==> config.mk <==
export PLATFORM = sky130hd
export DESIGN_NAME = wb_sequencer
export DESIGN_NICKNAME = d
export VERILOG_FILES = /design/src/rtl/proc_pkg.sv /design/src/rtl/wb_fifo.sv /design/src/rtl/wb_sequencer.sv
export SDC_FILE = /design/constraint.sdc
export NUM_CORES = 1
export LEC_CHECK = 0
export BUFFER_PORTS_ARGS = -buffer_cell sky130_fd_sc_hd__buf_2
export CORE_MARGIN = 2
export CORE_UTILIZATION = 54
export DETAILED_ROUTE_END_ITERATION = 12
export PLACE_DENSITY_LB_ADDON = 0.25
export SLEW_MARGIN = 10
export SYNTH_ARGS = -nofsm -noshare
export SYNTH_HDL_FRONTEND = slang
export SYNTH_HIERARCHICAL = 1
export SYNTH_SLANG_ARGS = --single-unit
==> constraint.sdc <==
create_clock -name clk -period 5.2 [get_ports clk]
set_clock_uncertainty 0.05 [all_clocks]
set_input_delay 0.78 -clock clk [delete_from_list [all_inputs] [get_ports clk]]
set_output_delay 0.78 -clock clk [all_outputs]
set_load 0.01 [all_outputs]
==> src/rtl/proc_pkg.sv <==
// proc_pkg: shared writeback types, default widths and the PC register index
package proc_pkg;
  localparam int DEF_WIDTH = 16;
  localparam int DEF_ADDR = 4;
  localparam int DEF_LANES = 4;
  localparam logic [3:0] PC_REG = 4'hF;
  typedef struct packed {
    logic [DEF_ADDR-1:0] addr;
    logic isvector;
    logic vect_esc;
    logic [DEF_LANES*DEF_WIDTH-1:0] data;
  } wb_req_t;
  typedef enum logic {IDLE, DRAIN} wb_state_t;
endpackage

==> src/rtl/wb_fifo.sv <==
// wb_fifo: request queue whose pointers carry an extra wrap bit to tell full from empty
module wb_fifo #(
  parameter int DEPTH = 4,
  parameter type T = logic
) (
  input  logic clk,
  input  logic rst,
  input  logic push,
  input  logic pop,
  input  T     pushData,
  output T     popData,
  output logic full,
  output logic empty
);
  localparam int AW = $clog2(DEPTH);
  logic [AW:0] wrPtr, rdPtr;
  T mem [DEPTH];
  assign popData = mem[rdPtr[AW-1:0]];
  assign empty = wrPtr == rdPtr;
  assign full = (wrPtr[AW-1:0] == rdPtr[AW-1:0]) && (wrPtr[AW] != rdPtr[AW]);
  always_ff @(posedge clk)
    if (push && !full) mem[wrPtr[AW-1:0]] <= pushData;
  always_ff @(posedge clk) begin
    if (rst) begin
      wrPtr <= '0;
      rdPtr <= '0;
    end else begin
      if (push && !full) wrPtr <= wrPtr + 1'b1;
      if (pop && !empty) rdPtr <= rdPtr + 1'b1;
    end
  end
endmodule

==> src/rtl/wb_sequencer.sv <==
// wb_sequencer: queues writeback requests and serialises them onto the regfile write port lane by lane
module wb_sequencer import proc_pkg::*; #(
  parameter int WIDTH = DEF_WIDTH,
  parameter int ADDR = DEF_ADDR,
  parameter int LANES = DEF_LANES,
  parameter int DEPTH = 4
) (
  input  logic                     clk,
  input  logic                     rst,
  input  logic                     in_valid,
  output logic                     in_ready,
  input  logic [ADDR-1:0]          in_addr,
  input  logic                     in_isvector,
  input  logic                     in_vect_esc,
  input  logic [LANES*WIDTH-1:0]   in_data,
  input  logic                     hold,
  output logic                     we3,
  output logic [ADDR-1:0]          wa3,
  output logic [WIDTH-1:0]         wd3,
  output logic                     isvector,
  output logic                     vect_esc,
  output logic [$clog2(LANES)-1:0] lane,
  output logic                     busy,
  output logic                     err_pc
);
  localparam int LW = $clog2(LANES);
  typedef struct packed {
    logic [ADDR-1:0] addr;
    logic isvector;
    logic vect_esc;
    logic [LANES*WIDTH-1:0] data;
  } reqT;
  reqT inReq, head, cur;
  wb_state_t state;
  logic [LW-1:0] laneCnt;
  logic full, empty, pop, last;
  assign inReq = {in_addr, in_isvector, in_vect_esc, in_data};
  assign in_ready = !full;
  assign busy = !empty || state == DRAIN || we3;
  always_comb begin
    last = !cur.isvector || laneCnt == LW'(LANES - 1);
    pop = !hold && !empty && (state == IDLE || last);
  end
  wb_fifo #(.DEPTH(DEPTH), .T(reqT)) fifo (
    .clk(clk), .rst(rst), .push(in_valid), .pop(pop),
    .pushData(inReq), .popData(head), .full(full), .empty(empty)
  );
  // The entry being issued lives in cur; the next one is popped on its last lane so entries run back-to-back
  always_ff @(posedge clk) begin
    if (rst) begin
      state <= IDLE;
      laneCnt <= '0;
      cur <= '0;
      we3 <= 1'b0;
      wa3 <= '0;
      wd3 <= '0;
      isvector <= 1'b0;
      vect_esc <= 1'b0;
      lane <= '0;
      err_pc <= 1'b0;
    end else begin
      we3 <= 1'b0;
      isvector <= 1'b0;
      vect_esc <= 1'b0;
      err_pc <= 1'b0;
      if (state == DRAIN && !hold) begin
        if (!cur.isvector && cur.addr == ADDR'(PC_REG)) err_pc <= 1'b1;
        else begin
          we3 <= 1'b1;
          wa3 <= cur.addr;
          wd3 <= (cur.isvector && !cur.vect_esc) ? cur.data[laneCnt*WIDTH +: WIDTH] : cur.data[WIDTH-1:0];
          lane <= laneCnt;
          isvector <= cur.isvector;
          vect_esc <= cur.vect_esc;
        end
        laneCnt <= last ? '0 : laneCnt + 1'b1;
        if (last && empty) state <= IDLE;
      end
      if (pop) begin
        cur <= head;
        state <= DRAIN;
      end
    end
  end
endmodule

==> metrics.txt <==
number of synthesized flops with an enable pin=280; Hold Path Class=flop to flop; hold_buf cts=0; CTS max path bufs=3; Num CTS Buffers=39; Core Area=approximately 27000 sq um; PD cells=approximately 490 nW/um^2; Clk Latency, worst-skew pair=0.52 ns; VDD IR max=294 uV; Final min period=3.45 ns; Sw Ratio=a little over a quarter; WP data required=between 4 and 5 ns; Die ar.=about 28000 sq um; Wirelength per Cell=21.0 um; Slew Limit Fails=0; total power=a little over 0.008 W; Inst Count DP=1316; Final Hold Fails=0; die span in y=about 170 um; crit end category=primary output; final setup margin=between 1.5 and 2 ns; sequential share of power=approximately half; Starting DRT DRC Count=821; first-pass GRT wire length=~45 mm; clock group share of total power=about a third; cts repair resizes=0; Post-synth top flop=edfxtp_1; layout cells sized above 1=about a quarter; row cnt=60; Starting Density=between 50% and 60%; htree depth=2; Slew @ Worst Pin=1.16 ns; setup TNS=0 ns; # DRC=0; Critical Path Fanout Max=8; fin nets=around 1100; total wire length=approximately 30 mm; non-filler cells, final=1386; Post-Syn Nets=between 900 and 1000; syn_area_per_cell=about 16 sq um; fin crit share=between 60 and 70%; status=finished clean; worst hold margin=between 0.4 and 0.5 ns; GR Overflow Total=0; via count=8047; total leakage power=~5.6 nW; GRT Total Usage=approximately a fifth; r2r setup slk=about 2.3 ns; post-synthesis register bit count=between 300 and 400; Root Driver=clkbuf_16; post-synthesis cell area=roughly 15000 sq um; NetSw=~0.0022 W; Final Setup Violations=0; Gate Count Post-Synth=916; pre-CTS WS=2.21 ns; Post-DRT Antenna Nets=0; TritonCTS clock tree=built; # port buffers=about 100; Clock Sinks=a little under 400; n_diodes=0; YS warnings=6; Netlist cell types=roughly 50; Initial DRT Pass Iterations=7; ys async rst share=0%; worst rel slew slack=approximately 22%; most frequent cells in the layout=edfxtp_1, nand2_1, dfxtp_1, buf_2, a21oi_1; MaxCap Viol Count=0; Layout area overhead=13.9%; Int Power=0.00598 W; number of I/O pins=between 100 and 150; Vias per Instance=5.81; largest net degree at the start of global routing=between 70 and 80; commonest non-fill, non-tap cell in the layout=edfxtp_1; DP HPWL=approximately 18 mm; post-synthesis sequential area ratio=72.6%; CP Launch Type=flop; initial antenna violation count=0; die width=between 150 and 200 um; vias in the first global route=about 8000; kind of critical path=flop to primary output; fillers=just under 2000; post-CTS setup buffers=0; combinational share of power=17.1%; Fmax achieved=roughly 290 MHz; Critical Path AT=roughly 2.6 ns; RSZ-0062 raised after global routing=false; Worst-path clk slew=around 0.06 ns; gpl congestion=0.874
through the flow:
step / util (%) / area, sq um
3_5_place_dp: 57.3 / 15300
6_report: 62.0 / 16600
2_1_floorplan: - / 14500
3_3_place_gp: 57.3 / 15300
4_1_cts: 62.0 / 16600
5_1_grt: 62.0 / 16600
cell usage after synthesis, types with 2 or more instances:
library cell / n / share of area [%]
a21oi_1: 75 / 2.6
a222oi_1: 14 / 0.96
a31oi_1: 5 / 0.22
a41oi_1: 2 / 0.12
and2_1: 4 / 0.17
buf_2: 26 / 0.89
buf_6: 3 / 0.23
clkbuf_1: 24 / 0.62
dfxtp_1: 107 / 15
edfxtp_1: 280 / 58
ha_1: 6 / 0.52
inv_1: 22 / 0.57
mux2i_1: 17 / 1.2
mux4_2: 70 / 11
nand2_1: 176 / 4.5
nand2b_1: 4 / 0.17
nand3_1: 3 / 0.10
nand4_1: 2 / 0.086
nor2_1: 8 / 0.21
nor2b_1: 2 / 0.086
nor3_1: 2 / 0.069
nor3b_1: 4 / 0.21
o2111ai_1: 2 / 0.12
o211ai_1: 5 / 0.26
o21ai_0: 20 / 0.69
o221a_2: 4 / 0.31
xnor2_1: 3 / 0.18
xor2_1: 3 / 0.18
critical path: stages (launching register included):
cell and delay, ns:
dfxtp_1 0.39, xnor2_1 0.63, nand2_1 0.27, nor2_1 0.20, or3b_2 0.45, buf_2 0.15
state kept, by name, indices dropped and copies added (netlist names), 2 cells and up, named ones only:
name,count
wd3,16
fifo/rdPtr,3
cur,70
fifo/wrPtr,3
fifo/mem,280
lane,2
laneCnt,2
wa3,4
power by group through the flow:
stage	clock network (W)	registers, W	logic, W
global placement	0	0.00414	0.00140
global route	0.00285	0.00414	0.00154
finish	0.00268	0.00409	0.00140
detailed placement	0	0.00415	0.00141
CTS	0.00273	0.00409	0.00142
floorplan	0	0.00407	0.00103
kinds of logic (layout without fill, tap and decap cells):
group | count (synthesis) | after routing | synth area share, %
AOI/OAI and AO/OA | 135 | 135 | 5.81
muxes | 87 | 87 | 12.0
buffers and inverters | 79 | 208 | 2.52
adders and majority gates | 6 | 6 | 0.516
xor gates and xnor gates | 6 | 6 | 0.361
DFF | 387 | 387 | 72.6
and+or+nand+nor | 216 | 216 | 6.23
layer usage:
layer	vias to the layer above	track usage [%]	routed length (um)
met5	-	0	0
li1	3677	-	-
met3	51	3.10	1540
met1	4058	30.4	12900
met4	0	6.97	782
met2	261	33.6	13900
cell type report:
| class | count | area [sq um] | area share (%) |
|---|---|---|---|
| Inverter | 24 | 91.3 | 0.551 |
| Clock buffer | 60 | 1160 | 7.02 |
| Clock inverter | 10 | 77.6 | 0.468 |
| Sequential cell | 387 | 10600 | 63.7 |
| Timing Repair Buffer | 114 | 603 | 3.64 |
| Multi-Input combinational cell | 450 | 3650 | 22.0 |
| Tap cell | 341 | 427 | 2.58 |
worst paths after layout:
check | cells after the start | endpoint | from
max | 5 | busy | fifo/wrPtr[0]$_SDFFE_PP0P_
max reg2reg | 8 | cur[27]$_SDFFE_PP0P_ | fifo/wrPtr[2]$_SDFFE_PP0P_
min reg2reg | 2 | cur[34]$_SDFFE_PP0P_ | cur[34]$_SDFFE_PP0P_
min | 2 | cur[34]$_SDFFE_PP0P_ | cur[34]$_SDFFE_PP0P_
Power figures use the tool's default switching activity.
